**src/rtl/codec_expand.sv**
```systemverilog
// codec_expand: expands 16-bit signed samples to 24 bits through a 2-entry FIFO,
// with a soft-mute FSM that ramps attenuation up/down one step per accepted sample.
// Optional macro CODEC_EXPAND_FILL_EN: fill the low byte from a 16-bit Galois LFSR
// instead of zeros.
module codec_expand (
    input  logic        clk,
    input  logic        rst,
    input  logic [15:0] in_data,
    input  logic        in_valid,
    output logic        in_ready,
    input  logic        mute,
    output logic [23:0] out_data,
    output logic        out_valid,
    input  logic        out_ready,
    output logic        muted
);

    typedef enum logic [1:0] {
        StRun,
        StRampDown,
        StMuted,
        StRampUp
    } state_e;

    state_e             state_q, state_d;
    logic [2:0]         att_q, att_d;

    logic [23:0]        mem_q [2];
    logic               rd_ptr_q;
    logic               wr_ptr_q;
    logic [1:0]         count_q, count_d;
    logic               in_ready_q;

    logic               push;
    logic               pop;
    logic [7:0]         fill;
    logic signed [23:0] word;
    logic signed [23:0] shifted;
    logic [23:0]        store_val;

    // in_ready is the registered "not full" flag, so a full FIFO refuses pushes even
    // on a cycle where it is also popped.
    assign push      = in_valid && in_ready_q;
    assign pop       = (count_q != 2'd0) && out_ready;
    assign in_ready  = in_ready_q;
    assign out_valid = (count_q != 2'd0);
    assign out_data  = (count_q != 2'd0) ? mem_q[rd_ptr_q] : 24'h000000;
    assign muted     = (state_q == StMuted);

`ifdef CODEC_EXPAND_FILL_EN
    logic [15:0] lfsr_q, lfsr_d;

    assign fill = lfsr_q[7:0];

    // Galois LFSR, taps 16,14,13,11; steps after its byte has been used by a push.
    always_comb begin
        lfsr_d = lfsr_q;
        if (push) begin
            lfsr_d = lfsr_q[0] ? ((lfsr_q >> 1) ^ 16'hB400) : (lfsr_q >> 1);
        end
    end

    // LFSR register.
    always_ff @(posedge clk) begin
        if (!rst) begin
            lfsr_q <= 16'hACE1;
        end else begin
            lfsr_q <= lfsr_d;
        end
    end
`else
    assign fill = 8'h00;
`endif

    // Value stored at push time: sign-preserving shift by the current attenuation,
    // or silence while fully muted.
    always_comb begin
        word      = {in_data, fill};
        shifted   = word >>> att_q;
        store_val = (state_q == StMuted) ? 24'h000000 : shifted;
    end

    // FIFO occupancy next-state.
    always_comb begin
        count_d = count_q;
        if (push && !pop) begin
            count_d = count_q + 2'd1;
        end else if (!push && pop) begin
            count_d = count_q - 2'd1;
        end
    end

    // FIFO storage, pointers and registered ready.
    always_ff @(posedge clk) begin
        if (!rst) begin
            mem_q[0]   <= 24'h000000;
            mem_q[1]   <= 24'h000000;
            rd_ptr_q   <= 1'b0;
            wr_ptr_q   <= 1'b0;
            count_q    <= 2'd0;
            in_ready_q <= 1'b0;
        end else begin
            if (push) begin
                mem_q[wr_ptr_q] <= store_val;
                wr_ptr_q        <= ~wr_ptr_q;
            end
            if (pop) begin
                rd_ptr_q <= ~rd_ptr_q;
            end
            count_q    <= count_d;
            in_ready_q <= (count_d != 2'd2);
        end
    end

    // Mute FSM next-state: att steps follow the current state for the accepted sample;
    // a mute level change then overrides the state, keeping att.
    always_comb begin
        state_d = state_q;
        att_d   = att_q;
        unique case (state_q)
            StRun: begin
                if (mute) begin
                    state_d = StRampDown;
                end
            end
            StRampDown: begin
                if (push) begin
                    if (att_q == 3'd7) begin
                        state_d = StMuted;
                    end else begin
                        att_d = att_q + 3'd1;
                    end
                end
                if (!mute) begin
                    state_d = StRampUp;
                end
            end
            StMuted: begin
                if (!mute) begin
                    state_d = StRampUp;
                end
            end
            StRampUp: begin
                if (push) begin
                    if (att_q == 3'd0) begin
                        state_d = StRun;
                    end else begin
                        att_d = att_q - 3'd1;
                    end
                end
                if (mute) begin
                    state_d = StRampDown;
                end
            end
            default: begin
                state_d = StRun;
                att_d   = 3'd0;
            end
        endcase
    end

    // Mute FSM state and attenuation registers.
    always_ff @(posedge clk) begin
        if (!rst) begin
            state_q <= StRun;
            att_q   <= 3'd0;
        end else begin
            state_q <= state_d;
            att_q   <= att_d;
        end
    end

endmodule

```
**config.mk**
```make
export PLATFORM = sky130hd
export DESIGN_NAME = codec_expand
export DESIGN_NICKNAME = d
export VERILOG_FILES = /design/src/rtl/codec_expand.sv
export SDC_FILE = /design/constraint.sdc
export NUM_CORES = 1
export LEC_CHECK = 0
export ABC_AREA = 1
export BUFFER_PORTS_ARGS = -buffer_cell sky130_fd_sc_hd__buf_2
export CORE_MARGIN = 4
export CORE_UTILIZATION = 32
export DETAILED_ROUTE_END_ITERATION = 6
export PLACE_DENSITY = 0.51
export SETUP_SLACK_MARGIN = 0.4
export SLEW_MARGIN = 20
export SYNTH_ARGS = -nofsm -noshare
export SYNTH_HDL_FRONTEND = slang
export SYNTH_SLANG_ARGS = --single-unit
export TNS_END_PERCENT = 1
```
**constraint.sdc**
```tcl
create_clock -name clk -period 2.36 [get_ports clk]
set_input_delay 0.118 -clock clk [delete_from_list [all_inputs] [get_ports clk]]
set_output_delay 0.118 -clock clk [all_outputs]
set_load 0.005 [all_outputs]
```
==> flow_summary.yaml <==
run_status:
  status: "complete, no violations"
yosys:
  net_count_after_synthesis: 421
  syn-mean-instance-area_sq_um: 8.252
  synth.distinct_cells: 31
  mappedNetlistArea_sq_um: 3243
  postSynth.asyncResetShare: 0
  proportion_of_synthesized_chip_area_in_sequential_cells: 0.4938
  synth_enable_flop_cells: 46
  yosys_warnings: 0
  postSynthRegisterBits: 57
  postSynthCellCount: 393
  ys.flop_type: "sky130_fd_sc_hd__edfxtp_1"
clock_tree:
  clock_tree.buffer_depth: 2
  worst_skew_pair.late_latency_ns: 0.33
  numCtsBuffers: 9
  clock_tree_from_tritoncts: "yes"
  root_buffer: "sky130_fd_sc_hd__clkbuf_8"
  postCtsHoldBufs: 0
  cts_max_level: 3
  clock_sinks: 57
  clk_transition_reported_paths_ns: 0.06
place:
  hpwl_um: 5821
  gpl.final_weighted_congestion: 0.7999
  dp_worst_setup_slack_ns: 0.5827
  port_buffers: 46
floorplan:
  die_footprint_sq_um: 11810
  fp-row-count: 36
  floorplan.core_area_sq_um: 9819
  initial_utilization: 0.3303
  fp.dieW_um: 108.7
  boundaryPins: 48
  die-height_um: 108.7
sta:
  grt_setup_unrepaired: "true"
  hold_viol: 0
  timing.setup.tns_ns: 0
  max_freq_mhz: 549.7
  maxSlewViolCount: 0
  setup_viol_count_final: 0
  timing.final.ws_setup_ns: 0.5407
  clock_skews_ns: 0.008216
  period_minus_slack_ns: 1.819
  final_cycle_share: 0.7709
  hold-worst-slack_ns: 0.1181
detailed_routing:
  detailedRoute.firstPassIterationCount: 6
  routedWlPerCell_um: 14.27
  drcViolationCount: 0
  detailroute.via_count: 2753
  route.detailed.vias_per_inst: 4.763
  routed_wire_length_um: 8249
  drtIter0Drc: 195
  number_of_nets_still_failing_antenna_checks_after_routing: 0
grt:
  globalRoute.totalOverflow: 0
  grt_pass1_vias: 2661
  grt_first_pass_wirelength_um: 13730
  grt_max_degree: 25
  grt_antenna_before_repair: 0
  grt_use_total: 0.1530
layout:
  fillerInstances: 1073
  insertedDiodeCount: 0
  flow.area_growth_from_synthesis_pct: 15.39
  final_layout_size_suffix_gt1_frac: 0.1888
  layout.nets: 468
power:
  power_w: 0.003705
  ir_worst_vdd_v: 0.0004681
  p_leak_nw: 1.634
  power.density_cell_area_nw_per_um2: 990.1
critical_path:
  worst_setup_path_end_kind: "output pin"
  cp.arrival_ns: 1.70
  critPathLaunchType: "flop"
  crit_path_max_fanout: 13
  required_worst_endpoint_ns: 2.24
  critPathKind: "flop to output pin"
job:
  cap_viol_max_count: 0
min_path:
  min_path_type: "input port to flop"
-- through the flow --
stage	instance area [sq um]	cells	util
final	3742	578	0.3811
after global routing	3742	578	0.3811
after CTS	3727	576	0.3796
after detailed placement	3570	560	0.3635
after global placement	3570	560	0.3635
after floorplan	3243	393	-
-- placed cells by master (no fill, tap or decap), drive strengths merged --
master	Yosys	layout
nand2	72	72
mux2	1	1
conb	1	1
xor2	2	2
nor2	76	76
or2	6	6
nand3	39	39
clkinv	0	5
inv	26	25
ha	6	6
o21ai	33	33
dfxtp	11	11
o21bai	2	2
edfxtp	46	46
o211ai	1	1
clkbuf	8	11
buf	13	57
clkinvlp	0	1
fa	1	1
nand4	1	1
and2	1	1
a21oi	47	47
-- layout make-up --
| class | count | area [sq um] | share of cell area |
|---|---|---|---|
| inverters | 26 | 101.3 | 0.02708 |
| repair buffers | 57 | 312.8 | 0.08358 |
| flip-flops and latches | 57 | 1602 | 0.4280 |
| clock inverters | 5 | 22.52 | 0.006018 |
| multi-input cells | 289 | 1406 | 0.3758 |
| well taps | 133 | 166.4 | 0.04447 |
| clock buffers | 11 | 131.4 | 0.03511 |
-- worst paths after layout --
path,from,end,slack (ns),cells after the start
worst min register to register,wr_ptr_q,wr_ptr_q,0.50,2
worst min-delay path,rst,att_q[1],0.12,3
worst max-delay path,count_q[0],out_data[6],0.54,7
worst max register to register,state_q[0],mem_q[1][20],0.56,5
-- power by group --
group | internal, W | switching (W) | total (W)
clock network | 0.000368 | 0.000372 | 0.000740
logic | 0.000568 | 0.00107 | 0.00164
registers | 0.00126 | 0.0000673 | 0.00133
total | 0.00219 | 0.00151 | 0.00371
-- repair_timing --
action                     4_1_cts  5_1_grt
buffers inserted                 0        2
setup endpoints to repair       13       15
resized for setup                1        0
gates cloned                     0        0
-- flip-flops by register name (all words and copies together) (netlist names), named ones only --
name      count
att_q         3
count_q       2
in_ready      1
mem_q        46
rd_ptr_q      1
state_q       2
wr_ptr_q      1
-- per-layer routing --
metal / vias to the layer above / global-route usage / share of wire
met1: 1246 / 0.2190 / 0.50
met4: 0 / 0.04959 / 0.012
li1: 1413 / - / -
met2: 87 / 0.2233 / 0.43
met3: 7 / 0.04263 / 0.060
met5: - / 0 / 0
-- logic make-up (layout without fill, tap and decap cells) --
group / count (synthesis) / count (layout) / synth area share
and+or+nand+nor: 195 / 195 / 0.2627
AOI/OAI and AO/OA: 83 / 83 / 0.1316
DFF: 57 / 57 / 0.4938
buffers and inverters: 47 / 99 / 0.07253
adders and majority gates: 7 / 7 / 0.02932
xor gates and xnor gates: 2 / 2 / 0.005402
other: 1 / 1 / 0.001156
muxes: 1 / 1 / 0.003472
-- synth_stat cells, types with 2 or more instances --
| master | number | area [sq um] |
|---|---|---|
| sky130_fd_sc_hd__a21oi_1 | 47 | 235.2 |
| sky130_fd_sc_hd__buf_2 | 5 | 25.02 |
| sky130_fd_sc_hd__buf_4 | 3 | 22.52 |
| sky130_fd_sc_hd__buf_6 | 5 | 56.30 |
| sky130_fd_sc_hd__clkbuf_1 | 7 | 26.28 |
| sky130_fd_sc_hd__dfxtp_1 | 11 | 220.2 |
| sky130_fd_sc_hd__edfxtp_1 | 46 | 1381 |
| sky130_fd_sc_hd__ha_1 | 6 | 75.07 |
| sky130_fd_sc_hd__inv_1 | 23 | 86.33 |
| sky130_fd_sc_hd__inv_2 | 3 | 11.26 |
| sky130_fd_sc_hd__nand2_1 | 71 | 266.5 |
| sky130_fd_sc_hd__nand3_1 | 35 | 175.2 |
| sky130_fd_sc_hd__nand3_2 | 4 | 40.04 |
| sky130_fd_sc_hd__nor2_1 | 73 | 274.0 |
| sky130_fd_sc_hd__o21ai_0 | 27 | 135.1 |
| sky130_fd_sc_hd__o21ai_1 | 6 | 30.03 |
| sky130_fd_sc_hd__or2_1 | 6 | 37.54 |
| sky130_fd_sc_hd__xor2_1 | 2 | 17.52 |
-- worst max-delay path, cell delays in order (launching register included) --
cell	delay, ns
sky130_fd_sc_hd__dfxtp_1	0.34
sky130_fd_sc_hd__inv_1	0.05
sky130_fd_sc_hd__ha_1	0.22
sky130_fd_sc_hd__clkinvlp_4	0.15
sky130_fd_sc_hd__buf_4	0.20
sky130_fd_sc_hd__o21ai_0	0.09
sky130_fd_sc_hd__nor2_1	0.16
sky130_fd_sc_hd__buf_2	0.15
Power figures use the tool's default switching activity.
